===== config.mk =====
export PLATFORM = sky130hd
export DESIGN_NAME = img_downscale_28
export DESIGN_NICKNAME = d
export VERILOG_FILES = /design/src/rtl/img_downscale_28.sv
export SDC_FILE = /design/constraint.sdc
export NUM_CORES = 2
export LEC_CHECK = 0
export CORE_MARGIN = 1
export CORE_UTILIZATION = 50
export DETAILED_ROUTE_END_ITERATION = 6
export PLACE_DENSITY = 0.74
export REMOVE_ABC_BUFFERS = 1
export SETUP_SLACK_MARGIN = 0.1
export SKIP_CTS_REPAIR_TIMING = 1
export SYNTH_ARGS = -nofsm -noshare
export SYNTH_HDL_FRONTEND = slang
export SYNTH_SLANG_ARGS = --single-unit

===== constraint.sdc =====
create_clock -name pxlclk -period 6.85 [get_ports pxlclk]
set_input_delay 1.37 -clock pxlclk [delete_from_list [all_inputs] [get_ports pxlclk]]
set_output_delay 1.37 -clock pxlclk [all_outputs]
set_load 0.02 [all_outputs]

===== src/rtl/img_downscale_28.sv =====
// Crops an N_BLK*16 square window out of a camera stream and emits one 16x16 block average per block
// in raster order (28x28 outputs for the default 448x448 crop), with a one-cycle frame-done pulse.
module img_downscale_28 #(
  parameter int X_START = 96,
  parameter int Y_START = 16,
  parameter int N_BLK   = 28
) (
  input  logic        pxlclk,
  input  logic        rst_n,
  input  logic        iFVAL,
  input  logic        iLVAL,
  input  logic        iDVAL,
  input  logic [11:0] iDATA,
  output logic        oFVAL,
  output logic        oDVAL,
  output logic [15:0] oDATA,
  output logic        oFRAME_DONE
);

  localparam int          WIN      = 16 * N_BLK;
  localparam int          BW       = (N_BLK > 1) ? $clog2(N_BLK) : 1;
  localparam logic [11:0] X_LO     = 12'(X_START);
  localparam logic [11:0] X_HI     = 12'(X_START + WIN);
  localparam logic [10:0] Y_LO     = 11'(Y_START);
  localparam logic [10:0] Y_HI     = 11'(Y_START + WIN);
  localparam logic [9:0]  OUT_MAX  = 10'(N_BLK * N_BLK);
  localparam logic [9:0]  OUT_LAST = 10'(N_BLK * N_BLK - 1);

  logic        fval_q, fval_d, lval_q, lval_d;
  logic        known_q, known_d, active_q, active_d;
  logic [11:0] col_q, col_d;
  logic [10:0] line_q, line_d;
  logic [19:0] acc_q [N_BLK];
  logic [19:0] acc_d [N_BLK];
  logic [9:0]  out_cnt_q, out_cnt_d;
  logic        dval_q, dval_d, done_q, done_d;
  logic [11:0] data_q, data_d;

  logic        fval_rise, lval_fall, pix, in_win, take, corner;
  logic [11:0] wx;
  logic [10:0] wy;
  logic [BW-1:0] bx;
  logic [19:0] sum;

  // known_q keeps a frame already running at reset release from looking like a fresh rising edge.
  assign fval_rise = iFVAL & ~fval_q & known_q;
  assign lval_fall = lval_q & ~iLVAL;
  assign pix       = iFVAL & iLVAL & iDVAL;
  assign in_win    = (col_q >= X_LO) && (col_q < X_HI) && (line_q >= Y_LO) && (line_q < Y_HI);
  assign wx        = col_q - X_LO;
  assign wy        = line_q - Y_LO;
  assign bx        = BW'(wx >> 4);
  assign take      = pix & in_win & active_q & (out_cnt_q != OUT_MAX);
  assign corner    = take && ((wx & 12'hF) == 12'hF) && ((wy & 11'hF) == 11'hF);
  assign sum       = acc_q[bx] + {8'b0, iDATA};

  // NOTE: every always_comb output gets a default first, so no path leaves a value held (no latches).
  always_comb begin
    fval_d    = iFVAL;
    lval_d    = iLVAL;
    known_d   = 1'b1;
    active_d  = active_q;
    col_d     = col_q;
    line_d    = line_q;
    acc_d     = acc_q;
    out_cnt_d = out_cnt_q;
    dval_d    = 1'b0;
    done_d    = 1'b0;
    data_d    = data_q;

    if (fval_rise || lval_fall) col_d = '0;
    else if (pix)               col_d = col_q + 12'd1;

    if (fval_rise)                line_d = '0;
    else if (lval_fall && iFVAL)  line_d = line_q + 11'd1;

    // A new frame wipes all partial sums; this wins over any accumulate in the same cycle.
    if (fval_rise) begin
      active_d  = 1'b1;
      out_cnt_d = '0;
      for (int i = 0; i < N_BLK; i++) acc_d[i] = '0;
    end else if (take) begin
      if (corner) begin
        acc_d[bx] = '0;
        dval_d    = 1'b1;
        data_d    = 12'(sum >> 8);
        out_cnt_d = out_cnt_q + 10'd1;
        done_d    = (out_cnt_q == OUT_LAST);
      end else begin
        acc_d[bx] = sum;
      end
    end
  end

  // NOTE: sequential state uses non-blocking assignments only, so every flop samples pre-edge values.
  always_ff @(posedge pxlclk or negedge rst_n) begin
    if (!rst_n) begin
      fval_q    <= 1'b0;
      lval_q    <= 1'b0;
      known_q   <= 1'b0;
      active_q  <= 1'b0;
      col_q     <= '0;
      line_q    <= '0;
      out_cnt_q <= '0;
      dval_q    <= 1'b0;
      done_q    <= 1'b0;
      data_q    <= '0;
      // NOTE: the accumulator array is reset with the rest of the state so an aborted frame leaves no sums behind.
      for (int i = 0; i < N_BLK; i++) acc_q[i] <= '0;
    end else begin
      fval_q    <= fval_d;
      lval_q    <= lval_d;
      known_q   <= known_d;
      active_q  <= active_d;
      col_q     <= col_d;
      line_q    <= line_d;
      out_cnt_q <= out_cnt_d;
      dval_q    <= dval_d;
      done_q    <= done_d;
      data_q    <= data_d;
      acc_q     <= acc_d;
    end
  end

  assign oFVAL       = fval_q;
  assign oDVAL       = dval_q;
  assign oDATA       = {4'b0, data_q};
  assign oFRAME_DONE = done_q;

endmodule


## After elaboration in Yosys (flattened, before gate mapping)

Cells that the tools add are included.
W data, S select, Z words.

- Logic and storage cells: 104
- Latch bits: 0
- Input port bits: 17
- Register bits: 611
- RAM bits: 0
- Memories: 0
- Bits in read-only memories: 0

- Divide/modulo/power cells: 0
- Bitwise gates (word level): 14
- Magnitude comparators: 6
- Reductions and logical operators: 14
- Eq/ne operators: 4
- Multiply operators: 0
- Multiplexer cells: 22
- $add $sub $neg: 6
- Shift-type cells: 0

Operators by type and width:

| kind | count |
|---|---|
| $mux W560 | 3 |
| $and A560 B560 Y560 | 1 |
| $bwmux W560 | 1 |
| $not A560 Y560 | 1 |
| $bmux W20 S5 | 1 |
| $demux W20 S5 | 1 |
| $mux W20 | 3 |
| $mux W10 | 3 |
| $mux W12 | 2 |
| $mux W11 | 2 |
| $add A20 B12 Y20 | 1 |
| $add A12 B1 Y12 const B | 1 |
| $ge A12 B7 Y1 const B | 1 |
| $lt A12 B10 Y1 const B | 1 |
| $add A11 B1 Y11 const B | 1 |
| $ge A11 B5 Y1 const B | 1 |
| $lt A11 B9 Y1 const B | 1 |
| $add A10 B1 Y10 const B | 1 |
| $eq A10 B10 Y1 const B | 1 |
| $ne A10 B10 Y1 const B | 1 |
| $sub A9 B7 Y9 const B | 1 |
| $and A1 B1 Y1 | 8 |
| $eq A4 B4 Y1 const B | 2 |
| $reduce_bool A2 Y1 | 4 |
| 10 further kinds | 23 |

## Depth between registers and ports, before layout

- Word-level depth: 12
- Gate-level depth with buffers: 26
- Mapped depth without buffers: 19

## Worst setup path before layout

OpenSTA, ideal clock, no wires.

- Kind: reg-to-reg
- From: register col_q[4]
- To: register acc_q[216] in the netlist's numbering
- Cell stages (with the launch flop): 24
- Period minus slack after synthesis: 5404 ps
- Library setup time: 133 ps
- Buffers on the path: 10
- Data arrival time: 5271 ps
- Setup slack: 1446 ps
- Cells stage by stage: dfrtp_1 > buf_2 > buf_6 > buf_6 > buf_4 > buf_2 > buf_2 > buf_2 > buf_2 > mux4_2 > a221oi_1 > o21ai_0 > ha_1 > nor2b_1 > o21ai_0 > a21oi_1 > o31a_1 > a221o_1 > and2_1 > nand4_1 > xor2_1 > clkbuf_1 > clkbuf_1 > o21ai_0

- Cells in the longest elaborated chain, start to end: 12
- Elaborated cells between the ends (all ways): 28

Ends and longest elaborated chain:

| what | line | RTL |
|---|---|---|
| start, declared | 31 | `logic [11:0] col_q, col_d;` |
| start signal, assigned | 115 | `col_q <= col_d;` |
| branches (longest 12 deep; another with $add A20 B12 Y20) | - |  |
| end signal, assigned | 121 | `acc_q <= acc_d;` |
| end, declared | 33 | `logic [19:0] acc_q [N_BLK];` |

Several ways; the timed one is not identified. The select of a mux whose other input is x is not followed.
A chain may end at the register's enable or synchronous reset.

## Final worst setup path

- From: register col_q[5]
- To: register acc_q[298] in the netlist's numbering

The elaborated chain is that of the path after synthesis.

==> summary.txt <==
Run status
  • Status: complete, no violations

Worst hold path
  • Hold Path Class: reg -> reg

Clock tree
  • CTS Buffer Depth: 3
  • Root Driver: clkbuf_16
  • Reg clk slew, reported paths: 0.06 ns
  • Clk_lat worst skew: 0.62 ns
  • Clk sinks: 611
  • H-tree levels: 3
  • CTS tree: yes
  • Num CTS Buffers: 66

Place
  • Placed cell count: 3523
  • Hpwl dp: 60200 um
  • Number of port buffers: 31
  • Final GP Congestion: 0.951
  • Post-placement cell area: 30200 um^2

Synthesis
  • Asr flop ratio synth: 100%
  • Post-synth top area cell: dfrtp_1
  • Synth top area share: 52.2%
  • Post-Synth XOR/XNOR Area: 1.43%
  • Post-synth EDFFs: 0
  • Warning count from the yosys run: 0
  • Synth top cells by count: dfrtp_1 (611), nand2_1 (467), nor2_1 (311)
  • Cell variety after synth: 75
  • Post-synthesis adder-cell area fraction: 0.880%
  • Synthesized instance count: 2884
  • Sequential fraction of the synthesis area: 52.2%
  • Post-synth top flop: dfrtp_1
  • Largest family of logic cells by synthesized area: simple AND/OR/NAND/NOR gates
  • Most frequent cell after synthesis: dfrtp_1
  • Synth Area per Inst: 10.2 um^2
  • Post-Synth Simple-Gate Area: 15.2%
  • Synth Area in Compound Gates: 15.0%
  • Multiplexer share of the synthesized area: 11.6%
  • #FFs+latches synth: 611
  • Post-Synthesis Cell Area: 29300 um^2
  • Synth area leaders: dfrtp_1 (52%), mux4_2 (9.5%), nand2_1 (6.0%)

Setup path
  • Worst Path Buf+Inv: 3
  • CP peak stage delay: 0.63 ns
  • Cells along the critical path: buf_4 -> nand4b_1 -> a21oi_1 -> nor2_1 -> buf_4 -> nor2b_1 -> a221oi_1 -> o21ai_0 -> ha_1 -> nor2b_1 -> o21ai_0 -> a21oi_1 -> o31a_1 -> a221o_1 -> and2_1 -> and3_1 -> xnor2_2 -> buf_4 -> o21ai_0
  • Worst Setup End Kind: flop
  • CP delay by family, top: compound AO/OA/AOI/OAI gates
  • Crit Path Max Fanout: 31
  • Critical setup path kind: reg -> reg
  • WP data arrival: 6.47 ns
  • Worst setup SP type: flop
  • Critical path required time: 7.31 ns
  • Slowest CP cell: nor2b_1

Floorplan
  • Rows: 88
  • Chip width: 244 um
  • Core ar.: 57800 um^2
  • Die ar.: 59600 um^2
  • Die H: 244 um
  • Initial Utilization: 50.7%
  • IO Count: 36

Timing
  • Fmax: 166 MHz
  • Clock Skew: 0.0288 ns
  • Smallest hold slack: 0.474 ns
  • Max-slew violation count: 0
  • Slew @ Worst Pin: 1.33 ns
  • RSZ-0062 raised after global routing: no
  • Final setup fails: 0
  • Min Tclk post-route: 6.01 ns
  • Slew HR: 11.0%
  • Final Hold Viols: 0
  • Crit share post-route: 87.8%

Pwr
  • Seq pwr share: 48.5%
  • Clk network pwr share: 48.4%
  • Combinational power share: 3.1%
  • Cell internal pwr: 5770 uW
  • Pwr dens: 231 nW/um^2
  • Psw: 1700 uW
  • Sw Share: 22.8%
  • Static Leak: 0.0139 uW
  • Peak VDD IR: 0.000187 V

Global routing
  • Global-route wire length before repair: 144000 um
  • Antenna violations before repair: 1
  • GRT Util Overall: 31.7%
  • Largest net degree at the start of global routing: 197
  • Number of global-route vias before repair: 24029
  • GRT overflow: 0

Final layout
  • Final Util: 56.0%
  • Share of layout cells above drive strength 1: 12.3%
  • Syn-to-layout area delta: 10.6%
  • Non-Filler Instances: 3639
  • Final Instance Area: 32400 um^2
  • Final net count: 2863
  • Fillcell total: 4827

Routing
  • WL per Instance: 25.5 um
  • Antenna-violating nets left: 0
  • DR vias/cell: 6.55
  • Pre-antenna DRT Iters: 6
  • DRT Wirelength: 92700 um
  • DR vias: 23831
  • Initial DRC count: 3255
  • DRC: 0

Job
  • Max-cap viol count: 0
flip-flops by register name (all words and copies together) (netlist names):
| name | count |
|---|---|
| oFRAME_DONE | 1 |
| oFVAL | 1 |
| oDVAL | 1 |
| data_q | 12 |
| out_cnt_q | 10 |
| line_q | 11 |
| lval_q | 1 |
| active_q | 1 |
| col_q | 12 |
| acc_q | 560 |
| known_q | 1 |
layout make-up:
type / instances / area, um^2 / area share [%]
Sequential cell: 611 / 15300 / 47.2
Multi-Input combinational cell: 2029 / 13000 / 40.1
Clock buffer: 95 / 1970 / 6.09
Tap cell: 765 / 957 / 2.95
Timing Repair Buffer: 101 / 903 / 2.79
Clock inverter: 20 / 194 / 0.599
Inverter: 17 / 63.8 / 0.197
Antenna cell: 1 / 2.50 / 0.00772
power by group through the flow:
| stage | clock [uW] | combinational (uW) | sequential (uW) |
|---|---|---|---|
| after detailed placement | 0 | 233 | 3690 |
| after floorplan | 0 | 81.7 | 3690 |
| after global routing | 3780 | 257 | 3620 |
| final | 3610 | 234 | 3620 |
| after CTS | 3630 | 234 | 3620 |
| after global placement | 0 | 226 | 3690 |
cells in the final DEF (no fill, tap or decap), types with 16 or more instances in the layout:
cell type	Yosys	routed
inv_1	16	16
buf_4	16	65
clkdlybuf4s50_1	0	30
clkbuf_16	0	69
nand3_1	173	173
nor2_1	311	309
a31oi_1	17	17
dfrtp_1	611	609
o21ai_0	246	246
o31ai_1	29	29
a22o_1	99	99
nand2_1	467	467
xor2_1	25	21
xnor2_1	21	19
mux4_2	124	124
a21oi_1	248	246
mux2i_1	45	45
ha_1	19	18
cell families after synthesis:
logic type,count (synthesis)
AND/OR/NAND/NOR,1047
AO/OA/AOI/OAI,728
flip-flops,611
buffers and inverters,247
multiplexers,182
XOR/XNOR,47
adder cells (fa/ha/maj),20
other,2
path summary, 6_finish.rpt:
kind	startpoint	cells after the start	slack, ns	endpoint
worst min register to register	active_q	1	0.47	active_q
worst min-delay path	active_q	1	0.47	active_q
worst max-delay path	col_q[5]	19	0.84	acc_q[298]
max in group asynchronous	rst_n	2	4.54	col_q[5]
worst max register to register	col_q[5]	19	0.84	acc_q[298]
min in group asynchronous	rst_n	1	0.73	acc_q[195]
per-stage QoR:
stage / setup TNS, ns / power, uW / setup WS, ns
4_1_cts: 0 / 7490 / 1.07
2_1_floorplan: -5990.58 / 3770 / -13.19
6_report: 0 / 7470 / 0.837
3_3_place_gp: 0 / 3910 / 1.15
3_5_place_dp: 0 / 3920 / 1.12
5_1_grt: 0 / 7660 / 0.606
metal layers:
layer	part of all wire, %	up-vias	wire length (um)	global-route usage (%)
li1	-	10082	-	-
met5	0.13	-	125	1.47
met2	46	1489	42400	48.0
met1	38	11948	34800	42.4
met4	4.8	2	4460	15.2
met3	12	310	10900	8.56
Note: power is estimated with default switching activity, not from simulation.
